[src/rtl/music_sequencer.sv]
// Music sequencer: a free-running sample prescaler drives a sample -> tick -> row
// hierarchy that walks a song position through IDLE / PLAYING / PAUSED states,
// with optional looping between latched row bounds.
module music_sequencer #(
  parameter int SONG_LENGTH      = 512,
  parameter int SAMPLE_DIV       = 512,
  parameter int SAMPLES_PER_TICK = 882,
  parameter int TICKS_PER_ROW    = 5,
  localparam int POS_W           = $clog2(SONG_LENGTH)
) (
  input  logic             clk,
  input  logic             rst_n,
  input  logic             play_req,
  input  logic             pause_req,
  input  logic             stop_req,
  input  logic             loop_en,
  input  logic [POS_W-1:0] loop_start,
  input  logic [POS_W-1:0] loop_end,
  output logic             sample_clk,
  output logic             tick_clk,
  output logic             song_clk,
  output logic [POS_W-1:0] song_position,
  output logic             playing,
  output logic             paused,
  output logic             song_done
);

  localparam int DIV_W = $clog2(SAMPLE_DIV);
  localparam int SPT_W = (SAMPLES_PER_TICK > 1) ? $clog2(SAMPLES_PER_TICK) : 1;
  localparam int TPR_W = (TICKS_PER_ROW > 1) ? $clog2(TICKS_PER_ROW) : 1;

  localparam logic [DIV_W-1:0] DIV_LAST = DIV_W'(SAMPLE_DIV - 1);
  localparam logic [SPT_W-1:0] SPT_LAST = SPT_W'(SAMPLES_PER_TICK - 1);
  localparam logic [TPR_W-1:0] TPR_LAST = TPR_W'(TICKS_PER_ROW - 1);
  localparam logic [POS_W-1:0] POS_LAST = POS_W'(SONG_LENGTH - 1);

  typedef enum logic [1:0] {
    StIdle    = 2'd0,
    StPlaying = 2'd1,
    StPaused  = 2'd2
  } state_t;

  state_t           state_q, state_d;
  logic [DIV_W-1:0] divCnt_q, divCnt_d;
  logic             sample_q, sample_d;
  logic [SPT_W-1:0] sampleCnt_q, sampleCnt_d;
  logic [TPR_W-1:0] tickCnt_q, tickCnt_d;
  logic [POS_W-1:0] pos_q, pos_d;
  logic [POS_W-1:0] startLat_q, startLat_d;
  logic [POS_W-1:0] endLat_q, endLat_d;
  logic             done_q, done_d;

  logic             playAcc;
  logic             pauseAcc;
  logic             advance;
  logic             tickHit;
  logic             rowHit;
  logic             rowEnd;
  logic             songEnd;
  logic             boundsBad;
  logic [POS_W-1:0] endRow;
  logic [POS_W-1:0] startSel;
  logic [POS_W-1:0] endSel;

  // Decode prioritised requests and the tick/row strobes; pause or stop in the
  // current cycle freezes the counters so no strobe escapes on that cycle.
  always_comb begin
    playAcc   = play_req && !stop_req;
    pauseAcc  = pause_req && !play_req && !stop_req;
    advance   = (state_q == StPlaying) && !stop_req && !pauseAcc;
    tickHit   = advance && sample_q && (sampleCnt_q == SPT_LAST);
    rowHit    = tickHit && (tickCnt_q == TPR_LAST);
    endRow    = loop_en ? endLat_q : POS_LAST;
    rowEnd    = (pos_q == endRow);
    songEnd   = rowHit && rowEnd && !loop_en;
    boundsBad = (loop_start > loop_end) || (32'(loop_end) >= SONG_LENGTH);
    startSel  = boundsBad ? '0 : loop_start;
    endSel    = boundsBad ? POS_LAST : loop_end;
  end

  // Next playback state; stop overrides everything else.
  always_comb begin
    state_d = state_q;
    case (state_q)
      StIdle: begin
        if (playAcc) state_d = StPlaying;
      end
      StPlaying: begin
        if (pauseAcc)     state_d = StPaused;
        else if (songEnd) state_d = StIdle;
      end
      StPaused: begin
        if (playAcc) state_d = StPlaying;
      end
      default: state_d = StIdle;
    endcase
    if (stop_req) state_d = StIdle;
  end

  // Playback state register.
  always_ff @(posedge clk) begin
    if (!rst_n) state_q <= StIdle;
    else        state_q <= state_d;
  end

  // Free-running prescaler; the strobe is registered so the first one lands on
  // the SAMPLE_DIV-th edge after reset release.
  always_comb begin
    sample_d = (divCnt_q == DIV_LAST);
    divCnt_d = sample_d ? '0 : divCnt_q + DIV_W'(1);
  end

  // Sample/tick counters, row position and bound latching.
  always_comb begin
    sampleCnt_d = sampleCnt_q;
    tickCnt_d   = tickCnt_q;
    pos_d       = pos_q;
    startLat_d  = startLat_q;
    endLat_d    = endLat_q;
    done_d      = 1'b0;
    if (stop_req) begin
      sampleCnt_d = '0;
      tickCnt_d   = '0;
      pos_d       = '0;
    end else if ((state_q == StIdle) && playAcc) begin
      startLat_d  = startSel;
      endLat_d    = endSel;
      sampleCnt_d = '0;
      tickCnt_d   = '0;
      pos_d       = loop_en ? startSel : '0;
    end else if (advance && sample_q) begin
      sampleCnt_d = (sampleCnt_q == SPT_LAST) ? '0 : sampleCnt_q + SPT_W'(1);
      if (tickHit) begin
        tickCnt_d = rowHit ? '0 : tickCnt_q + TPR_W'(1);
        if (rowHit) begin
          if (!rowEnd) begin
            pos_d = pos_q + POS_W'(1);
          end else if (loop_en) begin
            pos_d = startLat_q;
          end else begin
            pos_d  = '0;
            done_d = 1'b1;
          end
        end
      end
    end
  end

  // Datapath registers.
  always_ff @(posedge clk) begin
    if (!rst_n) begin
      divCnt_q    <= '0;
      sample_q    <= 1'b0;
      sampleCnt_q <= '0;
      tickCnt_q   <= '0;
      pos_q       <= '0;
      startLat_q  <= '0;
      endLat_q    <= '0;
      done_q      <= 1'b0;
    end else begin
      divCnt_q    <= divCnt_d;
      sample_q    <= sample_d;
      sampleCnt_q <= sampleCnt_d;
      tickCnt_q   <= tickCnt_d;
      pos_q       <= pos_d;
      startLat_q  <= startLat_d;
      endLat_q    <= endLat_d;
      done_q      <= done_d;
    end
  end

  assign sample_clk    = sample_q;
  assign tick_clk      = tickHit;
  assign song_clk      = rowHit;
  assign song_position = pos_q;
  assign playing       = (state_q == StPlaying);
  assign paused        = (state_q == StPaused);
  assign song_done     = done_q;

endmodule

[config.mk]
export PLATFORM = sky130hd
export DESIGN_NAME = music_sequencer
export DESIGN_NICKNAME = d
export VERILOG_FILES = /design/src/rtl/music_sequencer.sv
export SDC_FILE = /design/constraint.sdc
export NUM_CORES = 1
export LEC_CHECK = 0
export ABC_AREA = 1
export CORE_MARGIN = 5
export CORE_UTILIZATION = 50
export CTS_CLUSTER_SIZE = 10
export DETAILED_ROUTE_END_ITERATION = 6
export PLACE_DENSITY = 0.76
export SYNTH_ARGS = -nofsm -noshare
export SYNTH_HDL_FRONTEND = slang
export SYNTH_SLANG_ARGS = --single-unit
[constraint.sdc]
create_clock -name clk -period 1.6 [get_ports clk]
set_input_delay 0.32 -clock clk [delete_from_list [all_inputs] [get_ports clk]]
set_output_delay 0.32 -clock clk [all_outputs]
set_load 0.02 [all_outputs]
==> results.md <==
- Crit path cell chain: inv_2 > ha_4 > nand2_2 > nor2_4 > nand3_4 > nor2_8 > nand2_4 > inv_2 > buf_6
- HP Class: primary input to flip-flop
- Die width: 89.2 µm
- Post-route ant nets: 0
- Worst Path Required: 1.28 ns
- Synthesized cell area: about 3100 µm²
- Clk root buf: clkbuf_8
- RSZ-0062 raised after global routing: true
- Mux contribution to synthesized area: 0
- Period minus WS final: 1.82 ns
- IO Port Bufs: 38
- GRT Total Usage: 0.238
- Iter 0 DRT Violations: between 300 and 400
- Die H: 89.2 µm
- Post-synthesis net count: 492
- Hold endpoint: song_position[7]
- Vias in the first global route: 3,357
- R2R Path End: state_q[1]
- Distinct cells, synth: 39
- Compound-cell area share of the yosys netlist: 0.146
- Startpoint Class: flip-flop
- Failing checks: negative setup slack
- Setup-failing EPs final: 11
- WL final: 9.99 mm
- Crit Path Class: flip-flop to output port
- WL per Instance: 15.5 µm
- DP Worst Slack: -0.654 ns
- Max IR drop VDD: 776 µV
- Initial antenna violation count: 0
- Initial Util: 0.523
- Hold wc startpoint: loop_start[7]
- Clock-pin slew on the worst setup and hold paths: 0.11 ns
- CTS max path bufs: 2
- First-pass GRT wire length: 15.0 mm
- DRC Markers: 0
- Top FF cell, synth: dfxtp_1
- Largest family of logic cells by synthesized area: simple AND/OR/NAND/NOR gates
- Critical path data arrival time: 1.50 ns
- Largest net degree at the start of global routing: 32
- Placed wire-length estimate: 6.13 mm
- Final count of pins violating max slew: 0
- Measured slew at the worst slew-check pin: around 0.36 ns
- Ys async rst share: 0
- Post-synthesis instance total: 452
- I/O pin total: 39
- Leakage power: 2.17 nW
- TritonCTS clock tree: done
- DP Cell Count: 618
- Detailed Routing Iterations Pass 1: 5
- Xor/xnor share of the synthesized area: 0.0196
- Clk_skew: 0.0141 ns
- H-tree levels: 2
- Fin worst setup slack: -0.221 ns
- Yosys reg bits: 53
- Clk sinks: 53
- P per Cell Area: around 650 nW/µm²
- Mean Syn Cell Area: approximately 6.9 µm²
- Number of diodes: 0
- Routed vias/inst: 5.50
- Top cell type's share of synthesized area: 0.339
- Hold Path Stages: 4
- Sequential share of the synthesized area: 0.339
- Post-Synth Simple-Gate Area: 0.323
- Core area: between 5000 and 6000 µm²
- Layout cell share with drive strength beyond 1: 0.346
- Area delta synth->final: 49.0%
- Top cell by count, worst path: inv_2
- Worst r2r src: sampleCnt_q[1]
- Final Hold Fails: 0
- Slowest CP cell: dfxtp_2
- R2r worst-path depth: 13
- Tcrit/Tclk final: 1.14
- Final net count: 609
- Crit end category: output port
- Relative slew margins: 0.760
- Area leader, netlist: dfxtp_1
- Top cells by area, synth: dfxtp_1 (34%), nand2_1 (12%), inv_1 (7.7%)
- Max_cap viols: 0
- Crit-path max cell delay: 0.34 ns
- Top cells by count, synth: nand2_1 (97), inv_1 (64), dfxtp_1 (53)
- GP Congestion: 0.881
- Die area: 7950 µm²
- Max Fanout on Critical Path: 3
- # rows: 28
- Clk_lat worst skew: 0.31 ns
- Synth Area in Adders: 0.0639
- YS warnings: 0
- R2R Setup Slk: -0.14 ns
- Most numerous cell in the Yosys netlist: nand2_1
- EDFF count, synth: 0
- DR vias: 3,546
- Fmax: 549 MHz
- Status: finished with violations
- CTS Buf Count: 5
- Critical Path Source: sampleCnt_q[1]
- Fin cells: 645
- GRT overflow: 0
==> critical path, delay by kind of cell (launching register included) <==
kind,cells,cell delay [ns]
adders and majority gates,1,0.14
buffers and inverters,3,0.22
DFF,1,0.34
and+or+nand+nor,5,0.49
==> layer usage <==
metal,GRT usage,up-vias,routed length [µm]
met5,0,-,0
met4,0.0771,0,263
met3,0.0488,34,762
met2,0.425,161,5070
met1,0.284,1643,3890
li1,-,1708,-
==> cell families after synthesis <==
group | Yosys count
xor+xnor | 7
simple gates | 210
flops | 53
buf+inv | 80
fa+ha+maj | 16
compound gates | 86
==> layout by cell type (no fill, tap or decap), drive strengths merged <==
master,Yosys,layout
clkbuf,2,9
a31oi,10,10
o21bai,1,1
or2,2,2
nor2,48,49
clkdlybuf4s50,0,2
nand2,102,103
clkdlybuf4s15,0,8
nor3,10,10
inv,69,69
nand3b,2,2
o21ai,46,46
nand4,5,5
ha,16,16
o21a,1,1
xnor2,1,1
dfxtp,53,53
clkinv,0,1
dlygate4sd2,0,20
nand3,41,41
xor2,6,6
o31ai,1,1
bufinv,0,1
a21oi,27,27
buf,9,84
dlymetal6s2s,0,2
==> final cells by class <==
class                           instances  area, µm²
Sequential cell                        53       1070
Inverter                               69        262
Tap cell                               75       93.8
Multi-Input combinational cell        321       2090
Fill cell                             402       1320
Timing Repair Buffer                  119       1040
Clock buffer                            6       72.6
Clock inverter                          2       38.8
==> worst max-delay path by stage <==
stage	to	cells past startpoint
after floorplan	song_position[2]	10
after global placement	song_clk	7
after detailed placement	song_clk	7
after CTS	song_clk	9
after global routing	song_clk	9
final	song_clk	9
==> timing repair <==
action	in CTS	in global routing
endpoints found under the hold margin	0	0
endpoints found under the setup margin	61	41
pin swaps	23	25
buffers inserted	5	10
hold buffers	0	0
cloned	2	2
gates resized for setup	99	65
==> state kept, by name, summed over array words and instances, names as in the netlist <==
name	cells
tickCnt_q	3
sampleCnt_q	10
endLat_q	9
divCnt_q	9
startLat_q	9
song_done	1
state_q	2
song_position	9
sample_clk	1
==> through the flow <==
| stage | total power [mW] | area (µm²) | hold slack (ns) | setup TNS, ns | util |
|---|---|---|---|---|---|
| 2_1_floorplan | 1.70 | 3140 | 0.418 | 0 | - |
| 3_3_place_gp | 1.92 | 4050 | 0.461 | -18.41 | 0.676 |
| 3_5_place_dp | 1.94 | 4050 | 0.465 | -20.51 | 0.676 |
| 4_1_cts | 2.93 | 4410 | 0.479 | -0.461 | 0.736 |
| 5_1_grt | 3.13 | 4670 | 0.456 | -2.48 | 0.780 |
| 6_report | 3.02 | 4670 | 0.465 | -0.708 | 0.780 |
==> where the power goes <==
group	leakage, nW	switching, mW	internal, mW
combinational	1.68	0.355	0.309
sequential	0.435	0.0400	1.37
clock	0.0554	0.479	0.471
total	2.17	0.873	2.15
(Power assumes the default switching activity.)
==> RTL change: new RTL, same flow settings <==
The parameter `SAMPLE_DIV` goes from 512 to 1024.
--- a/src/rtl/music_sequencer.sv
+++ b/src/rtl/music_sequencer.sv
@@ -3,7 +3,7 @@
 // with optional looping between latched row bounds.
 module music_sequencer #(
   parameter int SONG_LENGTH      = 512,
-  parameter int SAMPLE_DIV       = 512,
+  parameter int SAMPLE_DIV       = 1024,
   parameter int SAMPLES_PER_TICK = 882,
   parameter int TICKS_PER_ROW    = 5,
   localparam int POS_W           = $clog2(SONG_LENGTH)
Function: same outputs for any inputs over 10 cycles, from zero or initial values and one cycle with rst_n low; that may be too few to reach the edited logic, so the function may still have changed.
==> RTL change against the original RTL <==
- the flow still finishes with violations (negative setup slack)
- sequential share of layout area is 0.66 points lower
- worst setup slack gained 0.16 ns
- critical path depth shrank 3
- cell count increased by 8.4%
- power is 3.9% higher
- area after synthesis is 0.92% higher
- worst hold slack got worse by 0.13 ns
- clock skew decreased by 0.0043 ns
- clock power shrank 2.8%
- sequential cell count increased by 1
- via count increased by 6.3%
- cell area is 6.7% higher
- routed wire length increased by 8.2%
- first-iteration DRC count is 19% higher
- largest power group unchanged
==> RTL change: results (changes against the original RTL) <==
----------------------------------------------------
[Status]
  Run status ... complete, but fails checks
  Violated checks ... negative setup slack

[Global route]
  Vias in the first global route ... 3,372 (+0.45%)
  Global-route wire length before repair ... 15.1 mm (+0.79%)
  Antenna violations before repair ... 0 (unchanged)
  Largest net degree at the start of global routing ... 27 (-16%)
  GRT Util Overall ... 0.242 (+0.00370)

[Drt]
  Routed length per placed instance ... 15.5 um (-0.15%)
  Routed vias/inst ... 5.39 (-1.9%)
  Detailed-route via count ... 3,770 (+6.3%)
  Drt first-iter violations ... 365 (+19%)
  Detailed Routing Iterations Pass 1 ... 6 (+1)

[Finish]
  Final-layout fill cell count ... 376 (-6.5%)
  Proportion of layout cells with a drive suffix above 1 ... 0.432 (+0.0869)
  Post-layout nets ... 661 (+8.5%)
  Largest registers ... divCnt_q: 10 flops, sampleCnt_q: 10 flops
  Count of antenna diodes in the layout ... 0 (unchanged)

[Placed design]
  HPWL after detailed placement ... 6.09 mm (-0.69%)
  Setup Slack @ Placement ... -0.640 ns (+0.0147 ns)
  RD Place Congestion ... 0.900 (+2.1%)

[STA]
  Worst clock skew on the final layout ... 0.00976 ns (-0.00433 ns)
  Transition time at the pin with the least slew margin ... 0.433 ns (+0.0751 ns)
  Final number of setup-violating endpoints ... 6 (-5)
  Worst setup margin ... -0.0617 ns (+0.159 ns)

[Yosys]
  Gate count of the mapped netlist ... 477 (+5.5%)
  Ys async rst share ... 0 (unchanged)
  Distinct cell type count after synthesis ... 33 (-15%)
  Largest cells by area after synthesis ... sky130_fd_sc_hd__dfxtp_1, sky130_fd_sc_hd__nand2_1, sky130_fd_sc_hd__inv_1, sky130_fd_sc_hd__nand3_1, sky130_fd_sc_hd__ha_1
  Share of synthesized area occupied by flip-flops and latches ... 0.342 (+0.00325)
  Mapped Nets ... 516 (+4.9%)
  Leading cell types by count after synthesis ... sky130_fd_sc_hd__nand2_1, sky130_fd_sc_hd__inv_1, sky130_fd_sc_hd__dfxtp_1, sky130_fd_sc_hd__nand3_1, sky130_fd_sc_hd__nor2_1

[Clock network]
  Clock latency of the later-clocked register in the worst-skew pair ... 0.32 ns
  Level count of the clock H-tree ... 2 (unchanged)
  CTS clk-pin slew, worst paths ... 0.10 ns

[Power and ir drop]
  Leakage power figure ... 2.32 nW (+7.2%)
  IR drop worst, VDD ... 0.451 mV (-42%)

[Setup path]
  Crit path largest cell delay ... 0.37 ns (+0.03 ns)
  Crit path max fanout ... 2 (-1)
  Slowest cell on the critical path ... sky130_fd_sc_hd__dfxtp_2

----------------------------------------------------
-- RTL change: cell type report --
| cell class | instances | area, um2 | area share |
|---|---|---|---|
| Multi-Input combinational cell | 329 | 2120 | 0.426 |
| Timing Repair Buffer | 151 | 1240 | 0.249 |
| Sequential cell | 54 | 1110 | 0.223 |
| Inverter | 81 | 304 | 0.0610 |
| Tap cell | 77 | 96.3 | 0.0193 |
| Clock buffer | 5 | 68.8 | 0.0138 |
| Clock inverter | 2 | 38.8 | 0.00779 |
-- RTL change: path summary, 6_finish.rpt --
| check | from | end | slack [ns] | cells after the start |
|---|---|---|---|---|
| worst min register to register | divCnt_q[4]$_SDFF_PP0_ | divCnt_q[4]$_SDFF_PP0_ | 0.49 | 2 |
| worst max-delay path | sampleCnt_q[0]$_SDFFE_PP0P_ | tick_clk | -0.06 | 6 |
| worst max register to register | endLat_q[2]$_SDFFE_PN0P_ | song_position[1]$_SDFFE_PP0P_ | -0.04 | 11 |
| worst min-delay path | loop_start[4] | startLat_q[4]$_SDFFE_PN0P_ | 0.33 | 3 |
-- RTL change: stage by stage --
stage                     hold WS, ns  TNS (ns)  cell area [um2]
after floorplan                 0.430         0             3180
after global placement          0.452    -17.06             4220
after detailed placement        0.466    -20.76             4220
after CTS                       0.297    -0.194             4690
after global routing            0.316     -1.46             4980
final                           0.334    -0.207             4980
-- RTL change: kinds of logic after synthesis --
kind of cell	share of synthesized area
and+or+nand+nor	0.326
buffers and inverters	0.118
AOI/OAI and AO/OA	0.130
DFF	0.342
adders and majority gates	0.0593
xor gates and xnor gates	0.0249
-- RTL change: repair_timing --
item,4_1_cts,5_1_grt
hold buffers,0,0
resized for setup,109,119
cloned,3,0
endpoints found under the setup margin,50,49
pin swaps,15,33
buffers inserted,19,11
-- RTL change: layer usage --
layer	vias up	global-route usage	part of all wire
li1	1826	-	-
met1	1729	0.293	0.39
met2	179	0.426	0.51
met3	36	0.0406	0.071
met4	0	0.0907	0.032
met5	-	0	0
-- RTL change: power by group --
| group | switching (mW) | leakage, nW | total [mW] | internal [mW] |
|---|---|---|---|---|
| registers | 0.0418 | 0.449 | 1.43 | 1.39 |
| clock network | 0.462 | 0.0542 | 0.923 | 0.461 |
| logic | 0.414 | 1.82 | 0.785 | 0.371 |
| total | 0.917 | 2.32 | 3.14 | 2.22 |
-- RTL change: worst max-delay path: cells and delay by family, from the launching register on --
kind,cells,cell delay (ns)
DFF,1,0.37
and+or+nand+nor,3,0.30
buffers and inverters,2,0.20
adders and majority gates,1,0.15
